--- src/rtl/joy_poller_if.sv ---
// Handshake between the frame sequencer and the joystick byte interface.
// The master side (joy_poller) requests bytes; the slave side answers with BUSY/DOUT.
interface joy_poller_if;
  logic       BUSY;
  logic [7:0] DOUT;
  logic       SNDREC;
  logic       SS_N;

  modport master (input BUSY, input DOUT, output SNDREC, output SS_N);
  modport slave  (output BUSY, output DOUT, input SNDREC, input SS_N);
endinterface

--- src/rtl/joy_poller.sv ---
// Periodic joystick frame sequencer: polls five bytes per frame, assembles X/Y/buttons
// and emits one-shot direction events with dead-zone re-arm.
//
// state  | meaning
// IDLE   | SS_N high, waiting for a poll tick
// SETUP  | SS_N low for one cycle, byte index cleared
// REQ    | SNDREC high, waiting up to TIMEOUT cycles for BUSY
// XFER   | request accepted, waiting for BUSY to fall
// STORE  | capture DOUT into the current byte slot
// GAP    | BYTE_GAP idle cycles before the next request or the commit
// FINISH | commit positions/buttons, evaluate direction events
// ABORT  | handshake timeout, ERR pulse, nothing committed
module joy_poller #(
  parameter int POLL_DIV = 3334,
  parameter int BYTE_GAP = 2,
  parameter int HI_TH    = 700,
  parameter int LO_TH    = 300,
  parameter int TIMEOUT  = 16
) (
  input  logic         CLK,
  input  logic         RST_N,
  joy_poller_if.master byte_if,
  output logic [9:0]   X_POS,
  output logic [9:0]   Y_POS,
  output logic [2:0]   BTN,
  output logic         FRAME_VALID,
  output logic         EV_UP,
  output logic         EV_DOWN,
  output logic         EV_LEFT,
  output logic         EV_RIGHT,
  output logic         ERR
);

  localparam int              PCW       = $clog2(POLL_DIV);
  localparam logic [PCW-1:0]  POLL_LAST = PCW'(POLL_DIV - 1);
  localparam int              TW        = 16;
  localparam logic [TW-1:0]   TMR_REQ   = TW'(TIMEOUT - 1);
  localparam logic [TW-1:0]   TMR_GAP   = TW'(BYTE_GAP - 1);
  localparam logic [9:0]      HI_V      = 10'(HI_TH);
  localparam logic [9:0]      LO_V      = 10'(LO_TH);
  localparam logic [9:0]      POS_RST   = 10'd512;

  typedef enum logic [2:0] {
    IDLE, SETUP, REQ, XFER, STORE, GAP, FINISH, ABORT
  } state_t;

  state_t         state_q, state_d;
  logic [PCW-1:0] poll_q, poll_d;
  logic [TW-1:0]  tmr_q, tmr_d;
  logic [2:0]     idx_q, idx_d;
  logic [7:0]     x_lo_q, x_lo_d, y_lo_q, y_lo_d;
  logic [1:0]     x_hi_q, x_hi_d, y_hi_q, y_hi_d;
  logic [2:0]     btn_raw_q, btn_raw_d;
  logic [9:0]     x_pos_q, x_pos_d, y_pos_q, y_pos_d;
  logic [2:0]     btn_q, btn_d;
  logic           arm_x_q, arm_x_d, arm_y_q, arm_y_d;
  logic           fv_q, fv_d;
  logic [3:0]     ev_q, ev_d;   // {up, down, left, right}

  logic       tick, tmr_done;
  logic [9:0] new_x, new_y;
  logic       x_high, x_low, y_high, y_low;
  logic       sndrec, ss_n, err;

  assign tick     = (poll_q == POLL_LAST);
  assign tmr_done = (tmr_q == '0);
  assign new_x    = {x_hi_q, x_lo_q};
  assign new_y    = {y_hi_q, y_lo_q};
  assign x_high   = (new_x > HI_V);
  assign x_low    = (new_x < LO_V);
  assign y_high   = (new_y > HI_V);
  assign y_low    = (new_y < LO_V);

  // State register
  always_ff @(posedge CLK) begin
    if (!RST_N) state_q <= IDLE;
    else        state_q <= state_d;
  end

  // Next-state logic; ticks outside IDLE are simply not looked at
  always_comb begin
    state_d = state_q;
    case (state_q)
      IDLE:    if (tick) state_d = SETUP;
      SETUP:   state_d = REQ;
      REQ: begin
        if (byte_if.BUSY)  state_d = XFER;
        else if (tmr_done) state_d = ABORT;
      end
      XFER:    if (!byte_if.BUSY) state_d = STORE;
      STORE:   state_d = GAP;
      GAP:     if (tmr_done) state_d = (idx_q == 3'd5) ? FINISH : REQ;
      FINISH:  state_d = IDLE;
      ABORT:   state_d = IDLE;
      default: state_d = IDLE;
    endcase
  end

  // Handshake outputs decode from state; reset forces them inactive without waiting for a clock
  always_comb begin
    sndrec = 1'b0;
    ss_n   = 1'b1;
    err    = 1'b0;
    if (RST_N) begin
      case (state_q)
        SETUP, XFER, STORE, GAP: ss_n = 1'b0;
        REQ: begin
          ss_n   = 1'b0;
          sndrec = 1'b1;
        end
        ABORT:   err = 1'b1;
        default: ;
      endcase
    end
  end

  assign byte_if.SNDREC = sndrec;
  assign byte_if.SS_N   = ss_n;
  assign ERR            = err;

  // Datapath: poll counter, shared wait/gap down-counter, byte capture and commit
  always_comb begin
    poll_d    = tick ? '0 : poll_q + 1'b1;
    tmr_d     = tmr_q;
    idx_d     = idx_q;
    x_lo_d    = x_lo_q;
    x_hi_d    = x_hi_q;
    y_lo_d    = y_lo_q;
    y_hi_d    = y_hi_q;
    btn_raw_d = btn_raw_q;
    x_pos_d   = x_pos_q;
    y_pos_d   = y_pos_q;
    btn_d     = btn_q;
    arm_x_d   = arm_x_q;
    arm_y_d   = arm_y_q;
    fv_d      = 1'b0;
    ev_d      = 4'b0000;
    case (state_q)
      SETUP: begin
        idx_d = 3'd0;
        tmr_d = TMR_REQ;
      end
      REQ: if (!tmr_done) tmr_d = tmr_q - 1'b1;
      STORE: begin
        case (idx_q)
          3'd0:    x_lo_d    = byte_if.DOUT;
          3'd1:    x_hi_d    = byte_if.DOUT[1:0];
          3'd2:    y_lo_d    = byte_if.DOUT;
          3'd3:    y_hi_d    = byte_if.DOUT[1:0];
          default: btn_raw_d = byte_if.DOUT[2:0];
        endcase
        idx_d = idx_q + 3'd1;
        tmr_d = TMR_GAP;
      end
      GAP: tmr_d = tmr_done ? TMR_REQ : tmr_q - 1'b1;
      FINISH: begin
        x_pos_d = new_x;
        y_pos_d = new_y;
        btn_d   = btn_raw_q;
        fv_d    = 1'b1;
        ev_d[0] = x_high & arm_x_q;
        ev_d[1] = x_low  & arm_x_q;
        ev_d[2] = y_low  & arm_y_q;
        ev_d[3] = y_high & arm_y_q;
        // Leaving the dead zone disarms; being inside it (boundaries included) re-arms
        arm_x_d = !(x_high | x_low);
        arm_y_d = !(y_high | y_low);
      end
      default: ;
    endcase
  end

  always_ff @(posedge CLK) begin
    if (!RST_N) begin
      poll_q    <= '0;
      tmr_q     <= '0;
      idx_q     <= 3'd0;
      x_lo_q    <= 8'd0;
      x_hi_q    <= 2'd0;
      y_lo_q    <= 8'd0;
      y_hi_q    <= 2'd0;
      btn_raw_q <= 3'd0;
      x_pos_q   <= POS_RST;
      y_pos_q   <= POS_RST;
      btn_q     <= 3'd0;
      arm_x_q   <= 1'b1;
      arm_y_q   <= 1'b1;
      fv_q      <= 1'b0;
      ev_q      <= 4'b0000;
    end else begin
      poll_q    <= poll_d;
      tmr_q     <= tmr_d;
      idx_q     <= idx_d;
      x_lo_q    <= x_lo_d;
      x_hi_q    <= x_hi_d;
      y_lo_q    <= y_lo_d;
      y_hi_q    <= y_hi_d;
      btn_raw_q <= btn_raw_d;
      x_pos_q   <= x_pos_d;
      y_pos_q   <= y_pos_d;
      btn_q     <= btn_d;
      arm_x_q   <= arm_x_d;
      arm_y_q   <= arm_y_d;
      fv_q      <= fv_d;
      ev_q      <= ev_d;
    end
  end

  assign X_POS       = x_pos_q;
  assign Y_POS       = y_pos_q;
  assign BTN         = btn_q;
  assign FRAME_VALID = fv_q;
  assign EV_RIGHT    = ev_q[0];
  assign EV_LEFT     = ev_q[1];
  assign EV_DOWN     = ev_q[2];
  assign EV_UP       = ev_q[3];

endmodule

--- src/flat_wrapper.sv ---
// flat-port wrapper written by rule: the top's interface ports become plain ports
module joy_poller_flat 
#(
  parameter int POLL_DIV = 3334,
  parameter int BYTE_GAP = 2,
  parameter int HI_TH    = 700,
  parameter int LO_TH    = 300,
  parameter int TIMEOUT  = 16
)
  (CLK, RST_N, X_POS, Y_POS, BTN, FRAME_VALID, EV_UP, EV_DOWN, EV_LEFT, EV_RIGHT, ERR, byte_if_BUSY, byte_if_DOUT, byte_if_SNDREC, byte_if_SS_N);
  joy_poller_if byte_if_i ();
  input  logic CLK;
  input  logic RST_N;
  output logic [9:0] X_POS;
  output logic [9:0] Y_POS;
  output logic [2:0] BTN;
  output logic FRAME_VALID;
  output logic EV_UP;
  output logic EV_DOWN;
  output logic EV_LEFT;
  output logic EV_RIGHT;
  output logic ERR;
  input wire logic [$bits(byte_if_i.BUSY)-1:0] byte_if_BUSY;
  input wire logic [$bits(byte_if_i.DOUT)-1:0] byte_if_DOUT;
  output wire logic [$bits(byte_if_i.SNDREC)-1:0] byte_if_SNDREC;
  output wire logic [$bits(byte_if_i.SS_N)-1:0] byte_if_SS_N;
  assign byte_if_i.BUSY = byte_if_BUSY;
  assign byte_if_i.DOUT = byte_if_DOUT;
  assign byte_if_SNDREC = byte_if_i.SNDREC;
  assign byte_if_SS_N = byte_if_i.SS_N;
  joy_poller #(.POLL_DIV(POLL_DIV), .BYTE_GAP(BYTE_GAP), .HI_TH(HI_TH), .LO_TH(LO_TH), .TIMEOUT(TIMEOUT)) u_core (.CLK(CLK), .RST_N(RST_N), .byte_if(byte_if_i), .X_POS(X_POS), .Y_POS(Y_POS), .BTN(BTN), .FRAME_VALID(FRAME_VALID), .EV_UP(EV_UP), .EV_DOWN(EV_DOWN), .EV_LEFT(EV_LEFT), .EV_RIGHT(EV_RIGHT), .ERR(ERR));
endmodule
--- config.mk ---
export PLATFORM = sky130hd
export DESIGN_NAME = joy_poller_flat
export DESIGN_NICKNAME = d
export VERILOG_FILES = /design/src/rtl/joy_poller_if.sv /design/src/rtl/joy_poller.sv /design/src/flat_wrapper.sv
export SDC_FILE = /design/constraint.sdc
export NUM_CORES = 1
export LEC_CHECK = 0
export ABC_AREA = 0
export BUFFER_PORTS_ARGS = -buffer_cell sky130_fd_sc_hd__buf_2
export CAP_MARGIN = 15
export CORE_ASPECT_RATIO = 0.7
export CORE_MARGIN = 2
export CORE_UTILIZATION = 53
export CTS_BUF_LIST = sky130_fd_sc_hd__clkbuf_16
export DETAILED_ROUTE_END_ITERATION = 12
export PLACE_DENSITY = 0.82
export SYNTH_ARGS = -nofsm -noshare
export SYNTH_HDL_FRONTEND = slang
export SYNTH_SLANG_ARGS = --single-unit
export TNS_END_PERCENT = 10
--- constraint.sdc ---
create_clock -name CLK -period 2.73 [get_ports CLK]
set_input_delay 0.546 -clock CLK [delete_from_list [all_inputs] [get_ports CLK]]
set_output_delay 0.546 -clock CLK [all_outputs]
set_load 0.02 [all_outputs]
### Yosys cells after proc, flatten, opt, wreduce, memory -nomap -nowiden

Cells that the tools add are included.

| cells by class | value |
|---|---|
| add/sub/neg operators | 3 |
| multiplexer cells | 18 |
| bitwise logic cells | 8 |
| equal/unequal tests | 17 |
| reductions and logical operators | 19 |
| $lt $le $gt $ge | 4 |

Operator list:

| kind | number |
|---|---|
| 16-bit case mux with 4 select lines | 1 |
| 16-bit two-way mux | 2 |
| 3-bit case mux with 7 select lines | 1 |
| 10-bit > comparator, second input constant | 2 |
| 10-bit by 9-bit less-than comparator with 1-bit output, second input constant | 2 |
| 3-bit two-way mux | 6 |
| 16-bit zero test | 1 |
| 16-bit by 1-bit subtractor with 16-bit output, second input constant | 1 |
| 3-bit equality test, second input constant | 5 |
| 2-bit AND reduction | 7 |
| 12-bit by 1-bit adder with 12-bit output, second input constant | 1 |
| 12-bit equality test, second input constant | 1 |
| 3-bit by 2-bit equality test with 1-bit output, second input constant | 4 |
| 1-bit two-way mux | 7 |
| 3-bit by 1-bit equality test with 1-bit output, second input constant | 2 |
| 3-bit zero test | 2 |
| 3-bit case mux with 2 select lines | 1 |
| 5-bit OR reduction | 1 |
| 1-bit AND | 4 |
| 2-bit by 1-bit != test with 1-bit output, second input constant | 2 |
| 2-bit != test, second input constant | 2 |
| 4-bit AND reduction | 1 |
| 4-bit nonzero test | 1 |
| 2-bit OR reduction | 2 |
| 7 further kinds | 10 |

| word-level totals | value |
|---|---|
| bits in registers | 87 |

### Logic depth before layout (Yosys ltp)

Gate-level depths: netlist of run 1.

| depth | value |
|---|---|
| depth after elaboration | 4 |
| depth in mapped cells | 9 |
| gate-level depth less buffers | 7 |

### Worst setup path before layout of run 1

No wires, ideal clock.

| timing | value |
|---|---|
| path type | register to register |
| start point | register u_core.tmr_q[0] |
| end point | register u_core.tmr_q[10] |
| period minus slack after synthesis | 2126 ps |
| path buffers | 0 |
| path slack | 604 ps |
| cell stages (with the launch flop) | 8 |
| arrival | 1972 ps |
| cells stage by stage | dfxtp_1 > inv_1 > ha_1 > nor3b_1 > nand4_1 > and3_1 > o31ai_1 > a21oi_1 |

| on the way | value |
|---|---|
| longest elaborated chain between the ends | 3 |

RTL lines:

| what | RTL line | text |
|---|---|---|
| start, declared | joy_poller.sv:49 | `logic [TW-1:0] tmr_q, tmr_d;` |
| start signal, assigned | joy_poller.sv:192 | `tmr_q <= tmr_d;` |
| 16-bit by 1-bit subtractor with 16-bit output or 16-bit zero test (tied branches) | joy_poller.sv:143, joy_poller.sv:155, joy_poller.sv:66 |  |
| 16-bit two-way mux (tied with other cells) | joy_poller.sv:155 | `GAP: tmr_d = tmr_done ? TMR_REQ : tmr_q - 1'b1;` |
| 16-bit case mux with 4 select lines or 2-bit AND reduction (tied branches) | n/a |  |

Parallel ways exist; a longest one is shown, timed or not. The select of a mux whose other input is x is not followed.
A chain may end at the register's enable or synchronous reset.

### Worst setup path in the final report of run 1

| timing | value |
|---|---|
| start point | register u_core.tmr_q[0] |
| end point | register u_core.tmr_q[9] |

Same word-level chain as after synthesis.

==> results.sh, run 1 <==
export IMPL_status="complete, no violations"
export IMPL_antenna_left=0
export IMPL_synth_edf_count=0
export IMPL_synth_compound_area_share=0.186
export IMPL_yosys_top_cells_count="nand2_1, dfxtp_1, nand3_1"
export IMPL_clockBufferDepth=2
export IMPL_multiInputGateArea_um2=2010
export IMPL_numPortBuffers=41
export IMPL_ys_ff_latch=87
export IMPL_cts_hold_buffers=0
export IMPL_syn2layout_area_growth_pct=15.0
export IMPL_cap_violations=0
export IMPL_synth_xor_area_frac=0.0225
export IMPL_hold_viol=0
export IMPL_worst_pin_slew_ns=0.494
export IMPL_io_pins=42
export IMPL_synth_most_common_cell="nand2_1"
export IMPL_clk_pin_slew_worst_paths_ns=0.06
export IMPL_die_w_um=107
export IMPL_die_y_um=75.8
export IMPL_crit_chain="inv_1 -> ha_1 -> nor3b_1 -> nand4_1 -> a31oi_1 -> buf_4 -> or4_2 -> a21oi_1"
export IMPL_crit_type="reg -> reg"
export IMPL_yosys_area_share_simple=0.262
export IMPL_wl_per_cell_um=15.0
export IMPL_viasPerCell=5.70
export IMPL_powerDensity_nw_per_um2=707
export IMPL_crit_arrival_ns=2.60
export IMPL_fin_skew_ns=0.00470
export IMPL_clock_root_buffer="clkbuf_16"
export IMPL_start_util=0.540
export IMPL_holdPathStages=2
export IMPL_drtPass1Iterations=4
export IMPL_dieArea_um2=8070
export IMPL_grt_pass1_wl_mm=14.9
export IMPL_async_flop_share=0
export IMPL_rr_endpoint="u_core.tmr_q[9]"
export IMPL_rsz0062_at_grt="false"
export IMPL_max_freq_mhz=428
export IMPL_ys_seq_area_frac=0.446
export IMPL_end_kind="flop"
export IMPL_grt_use_met2=0.367
export IMPL_vdd_ir_drop_max_v=0.000378
export IMPL_setup_violations_final=0
export IMPL_busiest_layer="met2"
export IMPL_timing_rr_start="u_core.tmr_q[0]"
export IMPL_antenna_diode_count=0
export IMPL_cts_htree_levels=3
export IMPL_finalPower_uw=3170
export IMPL_synth_largest_area_cell="dfxtp_1"
export IMPL_hold_slack_ns=0.450
export IMPL_drt_iter0_markers=303
export IMPL_antenna_found_initial=0
export IMPL_synth_cells=472
export IMPL_rrSetupSlack_ns=0.39
export IMPL_drive_gt1_frac=0.151
export IMPL_gr_total_overflow=0
export IMPL_grt_pass1_vias=3130
export IMPL_worstPathMaxFanout=20
export IMPL_dp_hpwl_mm=6.26
export IMPL_synthAdderAreaFrac=0.0257
export IMPL_synth_top_family_by_area="simple AND/OR/NAND/NOR gates"
export IMPL_synth_avg_cell_area_um2=8.27
export IMPL_synth_mux_area_frac=0.0205
export IMPL_critPathRequiredTime_ns=3.00
export IMPL_yosys_warnings=0
export IMPL_nNetsFinal=533
export IMPL_ctsResizeCount=0
export IMPL_cts_buffers=9
export IMPL_register_area_um2=1740
export IMPL_cpMaxStageDelayCell="or4_2"
export IMPL_r2r_cells=8
export IMPL_slew_headroom=0.667
export IMPL_hold_end="u_core.X_POS[4]"
export IMPL_use_met3=0.0624
export IMPL_holdCritStartpoint="u_core.X_POS[4]"
export IMPL_worst_slack_ns=0.394
export IMPL_n_fill_cell=621
export IMPL_drc_errors=0
export IMPL_synth_cell_area_um2=3900
export IMPL_postCtsSetupBuffers=0
export IMPL_worstHoldPathType="reg -> reg"
export IMPL_netlist_top_cells_area="dfxtp_1, nand2_1, a21boi_0, nand3_1, a21oi_1"
export IMPL_fp_coreArea_um2=7220
export IMPL_clk_latency_ns=0.34
export IMPL_total_leakage_power_uw=0.00183
export IMPL_vias=3513
export IMPL_setup_tns_ns=0
export IMPL_grt_met1_usage=0.326
export IMPL_wl_mm=9.26
export IMPL_clock_sinks=87
export IMPL_fin_crit_ns=2.34
export IMPL_place_gp_congestion=0.858
export IMPL_final_util=0.621
export IMPL_cp_start_kind="flop"
export IMPL_syn_nets=491
export IMPL_critPathMaxStageDelay_ns=0.54
export IMPL_synth_distinct_cells=53
export IMPL_grt_util_all_layers=0.238
export IMPL_post_route_period_util=0.856
export IMPL_preCtsSetupSlack_ns=0.425
export IMPL_ys_flop_type="dfxtp_1"
export IMPL_grt_max_degree=52
export IMPL_cts_tree="done"
export IMPL_row_count=26
export IMPL_final_max_slew_viol_count=0
export IMPL_synth_top_area_frac=0.446
==> flip-flops by register name, summed over array words and instances (netlist names) <==
register	flops
u_core.btn_raw_q	3
u_core.Y_POS	10
u_core.state_q	3
u_core.idx_q	3
u_core.tmr_q	16
u_core.X_POS	10
u_core.y_lo_q	8
u_core.FRAME_VALID	1
u_core.arm_y_q	1
u_core.x_hi_q	2
u_core.ev_q	4
u_core.BTN	3
u_core.arm_x_q	1
u_core.poll_q	12
u_core.x_lo_q	8
u_core.y_hi_q	2
==> logic make-up (layout without fill, tap and decap cells) <==
group / after synthesis / after routing
AO/OA/AOI/OAI: 109 / 109
XOR/XNOR: 10 / 10
adder cells (fa/ha/maj): 8 / 8
flip-flops: 87 / 87
multiplexers: 8 / 8
buffers and inverters: 36 / 82
AND/OR/NAND/NOR: 214 / 214
==> how the worst max path moves through the flow <==
stage               startpoint          endpoint  slack (ns)  depth (start not counted)
3_3_place_gp   u_core.tmr_q[0]   u_core.tmr_q[9]        0.56                          8
2_1_floorplan  u_core.tmr_q[0]  u_core.tmr_q[10]        0.60                          7
5_1_grt        u_core.tmr_q[0]  u_core.tmr_q[15]        0.21                          8
4_1_cts        u_core.tmr_q[0]   u_core.tmr_q[9]        0.42                          8
3_5_place_dp   u_core.tmr_q[0]   u_core.tmr_q[9]        0.42                          8
6_report       u_core.tmr_q[0]   u_core.tmr_q[9]        0.39                          8
==> final cells by class <==
type	count	share of cell area
Sequential cell	87	0.388
Clock inverter	6	0.00669
Clock buffer	9	0.0502
Timing Repair Buffer	55	0.0691
Tap cell	98	0.0273
Inverter	12	0.0100
Multi-Input combinational cell	349	0.449
==> worst max-delay path, delay by kind of cell (launching register included) <==
family / cells / cell delay (ns)
flops: 1 / 0.43
simple gates: 3 / 0.94
compound gates: 2 / 0.32
fa+ha+maj: 1 / 0.26
buf+inv: 2 / 0.30
==> per-layer routing <==
metal  wire length (um)  vias up
li1                   -     1745
met1               4510     1650
met2               4040      106
met3                596       12
met4                119        0
met5                  0        -
==> cell usage in the layout, fill, tap and decap left out, drive strengths merged, types with 5 or more instances in the layout <==
master	instances
mux2i	8
a21oi	29
clkbuf	9
o21ai	17
xor2	7
or3	10
buf	55
a21boi	29
nand2	98
ha	8
nand3	30
nand4	7
nor2b	5
nor2	29
and3	8
inv	12
or4	8
o31ai	8
dfxtp	87
==> stage by stage <==
stage / area, um^2 / cells
after floorplan: 3900 / 472
after global placement: 4230 / 601
after detailed placement: 4230 / 601
after CTS: 4490 / 616
after global routing: 4490 / 616
final: 4490 / 616
==> report_power, final <==
part           switching, uW  internal [uW]
registers               59.8           1320
clock network            487            598
logic                    431            280
total                    978           2200
Power figures use the tool's default switching activity.
==> run 2, diff against run 1 <==
- PLACE_DENSITY: 0.82 -> 0.77
==> results.sh, run 2 (synthesis results as in run 1) <==
export IMPL_p_sw_frac=0.296
export IMPL_rr_endpoint="u_core.tmr_q[9]"
export IMPL_status="complete, no violations"
export IMPL_antenna_diode_count=0
export IMPL_viasPerCell=5.67
export IMPL_powerDensity_nw_per_um2=723
export IMPL_cp_start_kind="flop"
export IMPL_place_gp_congestion=0.825
export IMPL_drc_errors=0
export IMPL_largest_reg_flops=16
export IMPL_final_common_cell="nand2_1"
export IMPL_p_switching_uw=965
export IMPL_fin_crit_ns=2.41
export IMPL_cts_tree="done"
export IMPL_grt_pass1_wl_mm=14.4
export IMPL_reg_top3="u_core.tmr_q: 16 flops, u_core.poll_q: 12 flops"
export IMPL_post_route_period_util=0.881
export IMPL_setup_violations_final=0
export IMPL_regMostFlops="u_core.tmr_q"
export IMPL_total_leakage_power_uw=0.00185
export IMPL_hold_end="u_core.X_POS[7]"
export IMPL_combinationalPowerShare=0.214
export IMPL_hold_viol=0
export IMPL_slew_headroom=0.666
export IMPL_ctsResizeCount=0
export IMPL_grt_pass1_vias=2976
export IMPL_gr_total_overflow=0
export IMPL_io_pins=42
export IMPL_syn2layout_area_growth_pct=15.6
export IMPL_clock_root_buffer="clkbuf_16"
export IMPL_wl_per_cell_um=14.4
export IMPL_final_max_slew_viol_count=0
export IMPL_crit_arrival_ns=2.67
export IMPL_vias=3490
export IMPL_end_kind="flop"
export IMPL_fin_skew_ns=0.00732
export IMPL_timing_rr_start="u_core.tmr_q[0]"
export IMPL_max_freq_mhz=416
export IMPL_worstHoldPathType="reg -> reg"
export IMPL_drtPass1Iterations=6
export IMPL_cts_buffers=9
export IMPL_fp_coreArea_um2=7220
export IMPL_clk_latency_ns=0.34
export IMPL_die_w_um=107
export IMPL_die_y_um=75.8
export IMPL_r2r_cells=8
export IMPL_start_util=0.540
export IMPL_drt_iter0_markers=303
export IMPL_grt_max_degree=52
export IMPL_dieArea_um2=8070
export IMPL_holdPathStages=2
export IMPL_clock_power_share=0.366
export IMPL_layout_common_cells="nand2_1, dfxtp_1, buf_2"
export IMPL_clockBufferDepth=2
export IMPL_hold_slack_ns=0.452
export IMPL_power_share_sequential=0.420
export IMPL_postCtsSetupBuffers=0
export IMPL_worstPathMaxFanout=21
export IMPL_crit_type="reg -> reg"
export IMPL_nNetsFinal=531
export IMPL_rrSetupSlack_ns=0.32
export IMPL_holdCritStartpoint="u_core.X_POS[7]"
export IMPL_clk_pin_slew_worst_paths_ns=0.06
export IMPL_wl_mm=8.85
export IMPL_worst_pin_slew_ns=0.496
export IMPL_cts_hold_buffers=0
export IMPL_rsz0062_at_grt="false"
export IMPL_antenna_left=0
export IMPL_dp_hpwl_mm=6.09
export IMPL_numPortBuffers=41
export IMPL_cts_htree_levels=3
export IMPL_grt_util_all_layers=0.228
export IMPL_clock_sinks=87
export IMPL_row_count=26
export IMPL_n_fill_cell=639
export IMPL_p_int_uw=2300
export IMPL_vdd_ir_drop_max_v=0.000379
export IMPL_drive_gt1_frac=0.153
export IMPL_critPathRequiredTime_ns=3.00
export IMPL_cap_violations=0
export IMPL_startpoint="u_core.tmr_q[0]"
export IMPL_antenna_found_initial=0
export IMPL_setup_tns_ns=0
## run 2: cell types whose count changed in the layout (fill, tap and decap cells not counted)
| cell | delta |
|---|---|
| clkinv_1 | -2 |
| bufinv_16 | +1 |
| buf_4 | -2 |
| clkinvlp_4 | -2 |
| clkinv_2 | +2 |
| clkinv_4 | +2 |
## run 2: worst max-delay path, stage by stage (launching register included)
cell     delay [ns]
dfxtp_1        0.42
inv_1          0.09
ha_1           0.26
nor3b_1        0.18
nand4_1        0.32
a31oi_1        0.14
buf_4          0.22
or4_2          0.55
a21oi_1        0.15
## run 2: worst max-delay path by stage
stage	slack (ns)	end	cells past startpoint
2_1_floorplan	0.60	u_core.tmr_q[10]	7
3_3_place_gp	0.48	u_core.tmr_q[9]	8
3_5_place_dp	0.38	u_core.tmr_q[9]	8
4_1_cts	0.35	u_core.tmr_q[9]	8
5_1_grt	0.05	u_core.tmr_q[15]	8
6_report	0.32	u_core.tmr_q[9]	8
## run 2: layer usage
layer / routed length [um] / up-vias / global-route usage / share of wire
li1: - / 1735 / - / -
met1: 4400 / 1626 / 0.322 / 0.50
met2: 3760 / 120 / 0.338 / 0.43
met3: 573 / 9 / 0.0573 / 0.065
met4: 112 / 0 / 0.0909 / 0.013
met5: 0 / - / 0 / 0
## run 2: power groups by stage
stage	combinational, uW	sequential, uW	clock (uW)
3_3_place_gp	666	1390	0
4_1_cts	692	1370	1210
5_1_grt	777	1380	1270
6_report	698	1370	1190
3_5_place_dp	688	1400	0
2_1_floorplan	532	1380	0
## run 2: layout make-up
cell class,instances,area (um^2),share of cell area
Clock buffer,9,225,0.0500
Clock inverter,7,65.1,0.0144
Inverter,12,45.0,0.00999
Multi-Input combinational cell,349,2010,0.447
Sequential cell,87,1740,0.386
Tap cell,98,123,0.0272
Timing Repair Buffer,53,295,0.0655
## run 2: through the flow
step,std cells,utilization,setup WS [ns],power (uW),area [um^2]
floorplan,472,-,0.604,1910,3900
global placement,599,0.584,0.475,2060,4220
detailed placement,599,0.584,0.379,2080,4220
CTS,615,0.624,0.348,3270,4510
global route,615,0.624,0.0466,3430,4510
finish,615,0.624,0.324,3260,4510
==> run 3, diff against run 2 <==
- PLACE_DENSITY: 0.77 -> 0.72
- SKIP_CTS_REPAIR_TIMING: not set -> 1
==> results.sh, run 3 (synthesis results as in run 1) <==
export IMPL_drive_gt1_frac=0.156
export IMPL_reg_top3="u_core.tmr_q: 16 flops, u_core.poll_q: 12 flops"
export IMPL_final_common_cell="nand2_1"
export IMPL_drt_iter0_markers=256
export IMPL_p_switching_uw=984
export IMPL_grt_util_all_layers=0.230
export IMPL_die_w_um=107
export IMPL_regMostFlops="u_core.tmr_q"
export IMPL_fin_crit_ns=2.33
export IMPL_worstPathMaxFanout=15
export IMPL_antenna_found_initial=0
export IMPL_register_area_um2=1740
export IMPL_status="complete, no violations"
export IMPL_grt_pass1_wl_mm=14.8
export IMPL_clk_latency_ns=0.33
export IMPL_cts_tree="done"
export IMPL_cp_start_kind="flop"
export IMPL_multiInputGateArea_um2=2010
export IMPL_numPortBuffers=41
export IMPL_drtPass1Iterations=5
export IMPL_crit_chain="nor2_1 -> nand2_1 -> nor2_1 -> buf_2"
export IMPL_syn2layout_area_growth_pct=16.0
export IMPL_powerDensity_nw_per_um2=727
export IMPL_cpLargestDelayFamily="simple AND/OR/NAND/NOR gates"
export IMPL_io_pins=42
export IMPL_clock_root_buffer="clkbuf_16"
export IMPL_cap_violations=0
export IMPL_fin_skew_ns=0.00544
export IMPL_layout_common_cells="nand2_1, dfxtp_1, buf_2"
export IMPL_clk_pin_slew_worst_paths_ns=0.07
export IMPL_wl_per_cell_um=14.6
export IMPL_drc_errors=0
export IMPL_crit_type="reg -> out"
export IMPL_cts_buffers=9
export IMPL_setup_violations_final=0
export IMPL_hold_viol=0
export IMPL_grt_max_degree=51
export IMPL_dp_hpwl_mm=6.20
export IMPL_slew_headroom=0.533
export IMPL_post_route_period_util=0.854
export IMPL_cts_htree_levels=3
export IMPL_nNetsFinal=532
export IMPL_place_gp_congestion=0.914
export IMPL_combinationalPowerShare=0.211
export IMPL_clock_power_share=0.372
export IMPL_max_freq_mhz=429
export IMPL_worst_pin_slew_ns=0.699
export IMPL_total_leakage_power_uw=0.00185
export IMPL_critPathMaxStageDelay_ns=0.50
export IMPL_worstHoldPathType="reg -> reg"
export IMPL_antenna_diode_count=0
export IMPL_antenna_left=0
export IMPL_critPathBufInv=1
export IMPL_dieArea_um2=8070
export IMPL_critPathRequiredTime_ns=2.18
export IMPL_final_max_slew_viol_count=0
export IMPL_crit_arrival_ns=1.78
export IMPL_largest_reg_flops=16
export IMPL_setup_tns_ns=0
export IMPL_vias=3455
export IMPL_p_int_uw=2310
export IMPL_die_y_um=75.8
export IMPL_cp_common_cell="nor2_1"
export IMPL_clock_sinks=87
export IMPL_n_fill_cell=678
export IMPL_p_sw_frac=0.299
export IMPL_gr_total_overflow=0
export IMPL_power_share_sequential=0.418
export IMPL_start_util=0.540
export IMPL_row_count=26
export IMPL_cpMaxStageDelayCell="nor2_1"
export IMPL_rsz0062_at_grt="false"
export IMPL_viasPerCell=5.61
export IMPL_finalPower_uw=3290
export IMPL_clockBufferDepth=2
export IMPL_grt_pass1_vias=3059
export IMPL_vdd_ir_drop_max_v=0.000393
export IMPL_wl_mm=9.02
export IMPL_end_kind="output port"
export IMPL_fp_coreArea_um2=7220
==> run 3: final cells by class <==
class	instances	share of cell area
multi-input combinational	349	0.445
inverter	12	0.00996
clock buffer	9	0.0498
tap	98	0.0271
sequential	87	0.385
timing repair buffer	54	0.0669
clock inverter	7	0.0163
==> run 3: tightest hold or removal path: cells and delay by family (launching register included) <==
| kind | cells | cell delay [ns] |
|---|---|---|
| AOI/OAI and AO/OA | 1 | 0.05 |
| and+or+nand+nor | 1 | 0.05 |
| DFF | 1 | 0.31 |
==> run 3: final timing paths <==
check,startpoint,to,slack (ns),cells past startpoint
min,u_core.X_POS[5],u_core.X_POS[5],0.45,2
min reg2reg,u_core.X_POS[5],u_core.X_POS[5],0.45,2
max,u_core.state_q[2],byte_if_SNDREC,0.40,4
max reg2reg,u_core.tmr_q[0],u_core.tmr_q[9],0.42,8
==> run 3: through the flow <==
stage / hold WS (ns) / setup slack (ns) / cells / util / instance area [um^2]
global route: 0.488 / 0.186 / 616 / 0.626 / 4520
CTS: 0.456 / 0.407 / 616 / 0.626 / 4520
finish: 0.452 / 0.399 / 616 / 0.626 / 4520
global placement: 0.443 / 0.572 / 600 / 0.585 / 4230
detailed placement: 0.446 / 0.482 / 600 / 0.585 / 4230
floorplan: 0.432 / 0.604 / 472 / - / 3900
==> run 3: metal layers <==
layer / track usage / vias to the layer above / part of all wire
met5: 0 / - / 0
met4: 0.0534 / 0 / 0.0096
met3: 0.0530 / 9 / 0.057
met2: 0.341 / 82 / 0.41
met1: 0.342 / 1622 / 0.52
li1: - / 1742 / -
==> run 3: power by group through the flow <==
stage | registers (uW) | logic, uW | clock network [uW]
2_1_floorplan | 1380 | 532 | 0
3_3_place_gp | 1400 | 664 | 0
3_5_place_dp | 1400 | 675 | 0
4_1_cts | 1370 | 682 | 1240
5_1_grt | 1380 | 777 | 1290
6_report | 1370 | 693 | 1220
